$ cat src/rtl/sym_vn_lut_loader.sv
// sym_vn_lut_loader: reloads a two-bank LUT from an upstream entry stream.
// Entries arrive in pairs (bank0 first, then bank1). Each pair is written with
// one we pulse to a 7-bit address {write_addr_offset, page_write_addr} that
// walks 0..127 once per load.
module sym_vn_lut_loader #(
  parameter int QUAN_SIZE    = 4,
  parameter int PAGE_ADDR_BW = 6
) (
  input  logic                    write_clk,
  input  logic                    rst,
  input  logic                    load_start,
  input  logic [QUAN_SIZE-1:0]    entry_in,
  input  logic                    entry_valid,
  output logic                    entry_ready,
  output logic [QUAN_SIZE-1:0]    lut_in_bank0,
  output logic [QUAN_SIZE-1:0]    lut_in_bank1,
  output logic [PAGE_ADDR_BW-1:0] page_write_addr,
  output logic                    write_addr_offset,
  output logic                    we,
  output logic                    busy,
  output logic                    load_done
);

  localparam int ADDR_BW = PAGE_ADDR_BW + 1;

  typedef enum logic [2:0] {
    IDLE,
    GET_B0,
    GET_B1,
    WRITE,
    DONE
  } state_t;

  state_t             state;
  state_t             state_next;
  logic [ADDR_BW-1:0] addr;
  logic               last_addr;

  // The page-half select is the MSB of the linear write address.
  assign {write_addr_offset, page_write_addr} = addr;
  assign last_addr = &addr;

  // State register with synchronous reset.
  always_ff @(posedge write_clk) begin
    if (rst) begin
      state <= IDLE;
    end else begin
      state <= state_next;
    end
  end

  // Next-state logic: GET states hold until a valid entry arrives.
  always_comb begin
    state_next = state;
    unique case (state)
      IDLE:    if (load_start)  state_next = GET_B0;
      GET_B0:  if (entry_valid) state_next = GET_B1;
      GET_B1:  if (entry_valid) state_next = WRITE;
      WRITE:   state_next = last_addr ? DONE : GET_B0;
      DONE:    state_next = IDLE;
      default: state_next = IDLE;
    endcase
  end

  // Moore outputs decoded from the current state.
  always_comb begin
    entry_ready = 1'b0;
    we          = 1'b0;
    busy        = 1'b0;
    load_done   = 1'b0;
    unique case (state)
      GET_B0, GET_B1: begin
        entry_ready = 1'b1;
        busy        = 1'b1;
      end
      WRITE: begin
        we   = 1'b1;
        busy = 1'b1;
      end
      DONE:    load_done = 1'b1;
      default: ;
    endcase
  end

  // Entry capture and write-address sequencing.
  always_ff @(posedge write_clk) begin
    if (rst) begin
      lut_in_bank0 <= '0;
      lut_in_bank1 <= '0;
      addr         <= '0;
    end else begin
      unique case (state)
        IDLE:   if (load_start)  addr <= '0;
        GET_B0: if (entry_valid) lut_in_bank0 <= entry_in;
        GET_B1: if (entry_valid) lut_in_bank1 <= entry_in;
        WRITE:  if (!last_addr)  addr <= addr + 1'b1;
        default: ;
      endcase
    end
  end

endmodule
$ cat config.mk
export PLATFORM = sky130hd
export DESIGN_NAME = sym_vn_lut_loader
export DESIGN_NICKNAME = d
export VERILOG_FILES = /design/src/rtl/sym_vn_lut_loader.sv
export SDC_FILE = /design/constraint.sdc
export NUM_CORES = 1
export LEC_CHECK = 0
export ABC_AREA = 1
export CORE_UTILIZATION = 45
export CTS_CLUSTER_SIZE = 28
export DETAILED_ROUTE_END_ITERATION = 7
export PLACE_DENSITY = 0.8
export SYNTH_ARGS = -nofsm -noshare
export SYNTH_HDL_FRONTEND = slang
export SYNTH_SLANG_ARGS = --single-unit
$ cat constraint.sdc
create_clock -name write_clk -period 1.7 [get_ports write_clk]
set_input_delay 0.17 -clock write_clk [delete_from_list [all_inputs] [get_ports write_clk]]
set_output_delay 0.17 -clock write_clk [all_outputs]
set_load 0.005 [all_outputs]
=== Yosys cells after proc, flatten, opt, wreduce, memory -nomap -nowiden ===
Index checks and enable logic that the tools add are counted.
Widths: inputs -> output; s select.

* Bits in registers: 18
* Logic and storage cells: 34
* Bits of input ports: 8
* Output and inout port bits: 19

* Add/subtract/negate cells: 1
* Mux-type cells: 12
* Equal/unequal tests: 8
* Reduce and logical (&&, ||, !) cells: 9

{| class="wikitable"
|+ Operators by type and width
! operator !! number
|-
| $mux 7 || 2
|-
| $pmux 7 s2 || 1
|-
| $mux 3 || 4
|-
| $pmux 3 s4 || 1
|-
| $ne 2x2->1 const B || 4
|-
| $add 7x1->7 const B || 1
|-
| $reduce_and 7->1 || 1
|-
| $eq 3x2->1 const B || 2
|-
| $reduce_and 3->1 || 2
|-
| $mux 1 || 4
|-
| $reduce_and 2->1 || 2
|-
| $eq 3x1->1 const B || 1
|-
| $eq 3x3->1 const B || 1
|-
| $logic_not 3->1 || 1
|-
| $reduce_or 3->1 || 1
|-
| $reduce_bool 2->1 || 1
|-
| $reduce_or 2->1 || 1
|}

=== Longest topological paths before layout ===
Gate-level depths: netlist (run 1).

* Word-level depth: 3
* Depth in mapped cells: 10
* Mapped depth without buffers: 10

=== Worst setup path before layout (run 1) ===
OpenSTA, ideal clock, no wires.

* Path type: reg-to-reg
* Start: register addr[0]
* End: register addr[0]
* Setup time: 109 ps
* Path buffers: 0
* Setup slack: 379 ps
* Cell stages (with the launch flop): 11
* Data required time: 1,591 ps
* Period minus slack after synthesis: 1,321 ps
* Data arrival time: 1,212 ps
* Cell sequence: dfxtp_1 > ha_1 > nand2_2 > nor2_2 > nand2_2 > nand2_1 > inv_2 > nor2_1 > nor2_1 > nand2_1 > inv_1

* Cells in the longest elaborated chain, start to end: 3
* Elaborated cells on any way between the ends: 6
* Those cells by class: 1 x add/sub; 1 x eq/ne; 2 x mux; 2 x reduce/logical

{| class="wikitable"
|+ RTL lines
! what !! RTL line !! source
|-
| start, declared || 36 || <nowiki>logic [ADDR_BW-1:0] addr;</nowiki>
|-
| start signal, assigned || 96 || <nowiki>WRITE: if (!last_addr) addr <= addr + 1'b1;</nowiki>
|-
| $add 7x1->7 / $reduce_and 7->1 (equally long branches) || 96, 41 ||
|-
| $mux 7 / $ne 2x2->1 (equally long branches) || - ||
|-
| $pmux 7 s2 / $reduce_and 3->1 (equally long branches) || - ||
|}

Parallel ways exist; a longest one is shown, timed or not. The select of a mux whose other input is x is not followed.
A chain may end at the register's enable or synchronous reset.

=== Worst setup path after layout (run 1) ===
* Start: register state[2]
* End: output we

* Cells in the longest elaborated chain, start to end: 2

{| class="wikitable"
|+ RTL lines
! what !! RTL line !! source
|-
| start, declared || 34 || <nowiki>state_t state;</nowiki>
|-
| start signal, assigned || 48 || <nowiki>state <= state_next;</nowiki>
|-
| $eq 3x2->1 || 71 || <nowiki>unique case (state)</nowiki>
|-
| $mux 1 || 71 ||
|-
| end, declared || 19 || <nowiki>output logic we,</nowiki>
|}

No other way between the ends.

==> results.sh, run 1 <==
export IMPL_grtUsageTotal_pct=21.3
export IMPL_drv_slew=0
export IMPL_clk_pin_slew_ns=0.10
export IMPL_setup_slack_ns=0.0734
export IMPL_finalCritPeriodShare_pct=95.7
export IMPL_worst_pin_slew_ns=0.304
export IMPL_maxSlewHeadroom_pct=79.7
export IMPL_grt_pass1_wl_um=3330
export IMPL_fin_hold_ws_ns=0.491
export IMPL_required_ns=1.53
export IMPL_startpoint="state[2]"
export IMPL_grt_max_degree=11
export IMPL_min_from="entry_in[2]"
export IMPL_grt_setup_unrepaired="false"
export IMPL_root_buffer="clkbuf_4"
export IMPL_num_rows=15
export IMPL_post_drt_wl_per_cell_um=10.9
export IMPL_routed_wl_um=2120
export IMPL_syn_avg_cell_area_um2=6.57
export IMPL_tns_ns=0
export IMPL_peakVddDrop_mv=0.840
export IMPL_ant_nets=0
export IMPL_vias_per_cell=4.93
export IMPL_syn_area_um2=900
export IMPL_cts_sinks=18
export IMPL_yosys_area_top_type="dfxtp_1"
export IMPL_finalCriticalPeriod_ns=1.63
export IMPL_cts_tree="done"
export IMPL_layout_commonest_cell="nor2_1"
export IMPL_cp_slowest_cell="clkdlybuf4s50_1"
export IMPL_die_h_um=46.7
export IMPL_place_ws_ns=0.280
export IMPL_setup_viol=0
export IMPL_die_area_mm2=0.00218
export IMPL_hpwl_um=1650
export IMPL_mostFrequentLayoutCells="nor2_1 (27), nand2_1 (26), clkdlybuf4s50_1 (25), dfxtp_1 (15), inv_1 (14)"
export IMPL_first_pass_iters=4
export IMPL_crit_chain="inv_2, nand3_4, inv_4, clkdlybuf4s50_1"
export IMPL_clock_latency_ns=0.29
export IMPL_fmax_mhz=615
export IMPL_p_per_area_mw_per_mm2=1080
export IMPL_synth_area_top_cells="dfxtp_1 (40%), nand2_1 (11%), nor2_1 (11%)"
export IMPL_cp_data_arrival_time_ns=1.46
export IMPL_hold_path_class="primary input to flop"
export IMPL_cap_violations=0
export IMPL_initial_utilization_pct=49.9
export IMPL_cts_buffers=3
export IMPL_endpoint_kind="output pin"
export IMPL_status="complete, no violations"
export IMPL_n_antenna_cell=0
export IMPL_fillers=155
export IMPL_die_x_um=46.7
export IMPL_synth_nets=146
export IMPL_nets=180
export IMPL_worstPathMaxFanout=7
export IMPL_grt_overflow=0
export IMPL_yosysUniqueCellTypes=17
export IMPL_worst_setup_path_type="flop to output pin"
export IMPL_p_leak_nw=0.564
export IMPL_r2r_start="addr[1]"
export IMPL_core_area_mm2=0.00180
export IMPL_io_pins=27
export IMPL_layout_drive_gt1_share_pct=16.5
export IMPL_drt_iter0_markers=21
export IMPL_slowest_delay_ns=0.50
export IMPL_yosysTopAreaCellShare_pct=40.1
export IMPL_syn_to_final_growth_pct=40.6
export IMPL_drc=0
export IMPL_grt_pass1_vias=843
export IMPL_place_congestion=0.756
export IMPL_yosysWarningCount=0
export IMPL_postSynthCellCount=137
export IMPL_portBuffers=26
export IMPL_grt_antenna_before_repair=0
export IMPL_synth_seq_cells=18
export IMPL_htreeDepth=1
export IMPL_startpoint_type="flop"
export IMPL_num_vias=962
export IMPL_ys_seq_area_share_pct=40.1
export IMPL_clock_skew_ns=0.000916
export IMPL_finalHoldViolations=0
export IMPL_cts_path_max_buffers=2
stage by stage:
stage	instances	power [W]	util (%)	cell area (µm²)
2_1_floorplan	137	0.000840	-	900
3_3_place_gp	189	0.00107	66.3	1190
3_5_place_dp	189	0.00108	66.3	1190
4_1_cts	193	0.00135	68.5	1230
5_1_grt	195	0.00147	70.2	1260
6_report	195	0.00136	70.2	1260
logic make-up after synthesis:
kind of cell,after synthesis,share of synthesized area (%)
and+or+nand+nor,82,40.5
adders and majority gates,1,1.39
buffers and inverters,20,9.18
AOI/OAI and AO/OA,16,8.90
DFF,18,40.1
where the power goes:
group / switching, W / leakage [nW] / internal [W]
sequential: 0.0000500 / 0.147 / 0.000487
combinational: 0.000307 / 0.396 / 0.000261
clock: 0.000128 / 0.0210 / 0.000130
total: 0.000485 / 0.564 / 0.000878
flip-flops by register name, summed over array words and instances (netlist names):
| signal | count |
|---|---|
| addr | 7 |
| lut_in_bank0 | 4 |
| lut_in_bank1 | 4 |
| state | 3 |
critical path: cells and delay by family, from the launching register on:
kind	cells	cell delay [ns]
buffers and inverters	3	0.72
and+or+nand+nor	1	0.11
DFF	1	0.35
worst paths after layout:
check                                        to  slack, ns  cells after the start
worst max-delay path                         we       0.07                      4
worst min register to register          addr[6]       0.51                      2
worst max register to register          addr[0]       0.27                     10
worst min-delay path            lut_in_bank0[2]       0.49                      3
synthesized netlist by cell type:
| master | count |
|---|---|
| a21oi_1 | 7 |
| buf_6 | 1 |
| dfxtp_1 | 18 |
| ha_1 | 1 |
| inv_1 | 14 |
| inv_2 | 5 |
| nand2_1 | 27 |
| nand2_2 | 4 |
| nand3_1 | 13 |
| nand3_2 | 1 |
| nand4_1 | 2 |
| nor2_1 | 27 |
| nor2_2 | 4 |
| nor3_1 | 1 |
| nor4_1 | 1 |
| o21ai_0 | 9 |
| or2_2 | 2 |
cell type report:
cell class	count	area, µm²	share of cell area, %
multi-input cells	99	467	36.9
flip-flops and latches	18	364	28.8
repair buffers	30	293	23.1
inverters	19	73.8	5.84
clock buffers	4	36.3	2.87
well taps	25	31.3	2.47
repair_timing:
action,in CTS,in global routing
buffers inserted,0,2
pin swaps,0,1
endpoints found under the setup margin,2,3
endpoints found under the hold margin,0,0
gates resized for setup,2,5
hold buffers,0,0
metal layers:
| metal | routed length [µm] | track usage [%] |
|---|---|---|
| met5 | 0 | 0 |
| met4 | 13 | 10.3 |
| met3 | 56 | 2.75 |
| met2 | 1070 | 35.0 |
| met1 | 974 | 27.3 |
(Power assumes the default switching activity.)
==> run 2: changes to the inputs <==
- GPL_TIMING_DRIVEN: not set -> 0
- SETUP_SLACK_MARGIN: not set -> 0.5
==> run 2 against run 1 <==
Compared with the run above:
- die area unchanged
- highest routed layer unchanged
- critical endpoint is now addr[1]
- sequential power up 5.8%
- clock skew up 0.0088 ns
- largest cell class unchanged
- critical path type is now flop to flop
- critical path depth up 5
- combinational power up 63%
==> results.sh, run 2 (same netlist as run 1, synthesis figures left out) <==
export IMPL_status="complete, no violations"
export IMPL_cts_path_max_buffers=2
export IMPL_finalCritPeriodShare_pct=88.8
export IMPL_drt_iter0_markers=74
export IMPL_post_route_util_pct=88.4
export IMPL_grt_max_degree=11
export IMPL_die_x_um=46.7
export IMPL_finalHoldViolations=0
export IMPL_fmax_mhz=663
export IMPL_cp_slowest_cell="dfxtp_4"
export IMPL_num_vias=1216
export IMPL_fillers=93
export IMPL_r2r_start="state[1]"
export IMPL_p_seq_share_pct=32.9
export IMPL_fin_cells=213
export IMPL_cap_violations=0
export IMPL_p_leak_nw=0.770
export IMPL_grtUsageTotal_pct=27.0
export IMPL_setup_slack_ns=0.191
export IMPL_grt_overflow=0
export IMPL_finalCriticalPeriod_ns=1.51
export IMPL_mostFrequentLayoutCells="nor2_1 (20), nand2_1 (16), dlygate4sd2_1 (15), buf_4 (14), inv_1 (13)"
export IMPL_slowest_delay_ns=0.37
export IMPL_worstPathMaxFanout=5
export IMPL_cts_buffers=3
export IMPL_initial_utilization_pct=49.9
export IMPL_pwr_share_comb_pct=53.6
export IMPL_core_area_mm2=0.00180
export IMPL_internal_power_w=0.000987
export IMPL_die_area_mm2=0.00218
export IMPL_die_h_um=46.7
export IMPL_power_w=0.00173
export IMPL_peakVddDrop_mv=1.05
export IMPL_crit_chain="buf_6, nor2_4, buf_6, nand3_2, nand2_2, inv_2, nand2_4, nand2_1, a21oi_1"
export IMPL_startpoint="state[1]"
export IMPL_post_drt_wl_per_cell_um=18.0
export IMPL_clk_pin_slew_ns=0.11
export IMPL_p_switching_w=0.000738
export IMPL_place_congestion=0.823
export IMPL_r2r_setup_slack_ns=0.19
export IMPL_num_rows=15
export IMPL_n_antenna_cell=0
export IMPL_first_pass_iters=5
export IMPL_reg2reg_to="addr[1]"
export IMPL_routed_wl_um=3830
export IMPL_dp_cells=187
export IMPL_endpoint="addr[1]"
export IMPL_worst_setup_path_type="flop to flop"
export IMPL_clkPwrFrac_pct=13.5
export IMPL_clock_latency_ns=0.31
export IMPL_root_buffer="clkbuf_4"
export IMPL_syn_to_final_growth_pct=77.1
export IMPL_hpwl_um=1530
export IMPL_largest_register_ffs=7
export IMPL_layout_commonest_cell="nor2_1"
export IMPL_place_ws_ns=0.272
export IMPL_grt_pass1_vias=1006
export IMPL_endpoint_kind="flop"
export IMPL_r2r_cells=9
export IMPL_io_pins=27
export IMPL_grt_setup_unrepaired="true"
export IMPL_drv_slew=0
export IMPL_layout_drive_gt1_share_pct=48.9
export IMPL_cts_sinks=18
export IMPL_switching_share_pct=42.8
export IMPL_crit_top_cell="buf_6"
export IMPL_required_ns=1.92
export IMPL_portBuffers=25
export IMPL_p_per_area_mw_per_mm2=1080
export IMPL_grt_antenna_before_repair=0
export IMPL_cp_data_arrival_time_ns=1.73
export IMPL_htreeDepth=1
export IMPL_cts_tree="done"
export IMPL_clock_skew_ns=0.00968
export IMPL_vias_per_cell=5.71
export IMPL_grt_pass1_wl_um=4140
export IMPL_hold_buffers=0
export IMPL_nets=198
export IMPL_hold_path_class="primary input to flop"
export IMPL_setup_viol=0
export IMPL_max_flop_register="addr"
export IMPL_tns_ns=0
export IMPL_reg_top3="addr (7), lut_in_bank0 (4), lut_in_bank1 (4)"
export IMPL_maxSlewHeadroom_pct=86.0
export IMPL_ant_nets=0
export IMPL_drc=0
export IMPL_worst_pin_slew_ns=0.209
export IMPL_startpoint_type="flop"
## run 2: cell types whose count changed in the layout (fill, tap and decap cells not counted), sizes merged
cell	delta
buf	+22
clkbuf	+1
clkdlybuf4s50	-19
dlygate4sd2	+15
dlymetal6s2s	-1
## run 2: timing repair
action | 4_1_cts | 5_1_grt
setup buffers | 17 | 5
endpoints found under the setup margin | 31 | 22
gates resized for setup | 67 | 35
pin swaps | 9 | 20
## run 2: layout make-up
type                       instances  area (µm²)  share of cell area, %
multi-input combinational         99         623                   39.1
timing repair buffer              47         425                   26.7
sequential                        18         399                   25.1
inverter                          19        76.3                   4.79
tap                               25        31.3                   1.96
clock buffer                       4        26.3                   1.65
buffer                             1        11.3                  0.707
## run 2: metal layers
layer  part of all wire, %  global-route usage, %  wire [µm]  vias up
li1                      -                      -          -      537
met1                    37                   29.3       1400      553
met2                    48                   48.3       1830       91
met3                   8.9                   4.31        341       35
met4                   6.8                   16.6        260        0
met5                     0                      0          0        -
## run 2: power by group through the flow
stage	Sequential (W)	Combinational, W	Clock, W
after floorplan	0.000541	0.000302	0
after global placement	0.000542	0.000519	0
after detailed placement	0.000542	0.000526	0
after CTS	0.000544	0.000680	0.000219
after global routing	0.000573	0.000979	0.000246
final	0.000568	0.000924	0.000233
## run 2: how the worst min path moves through the flow
| stage | cells after the start | endpoint | slack (ns) | startpoint |
|---|---|---|---|---|
| after floorplan | 2 | lut_in_bank0[0] | 0.30 | entry_in[0] |
| after global placement | 2 | addr[1] | 0.38 | rst |
| after detailed placement | 2 | addr[1] | 0.38 | rst |
| after CTS | 2 | addr[2] | 0.07 | rst |
| after global routing | 2 | addr[5] | 0.07 | rst |
| final | 2 | addr[5] | 0.07 | rst |
## run 2: worst max-delay path, delay by kind of cell, from the launching register on
family / cells / cell delay [ns]
flip-flops: 1 / 0.37
AND/OR/NAND/NOR: 5 / 0.52
buffers and inverters: 3 / 0.33
AO/OA/AOI/OAI: 1 / 0.20
## run 2: stage by stage
step | cell area, µm² | hold WS, ns
global placement | 1200 | 0.378
CTS | 1450 | 0.0669
finish | 1590 | 0.0703
detailed placement | 1200 | 0.381
floorplan | 917 | 0.305
global route | 1590 | 0.0687
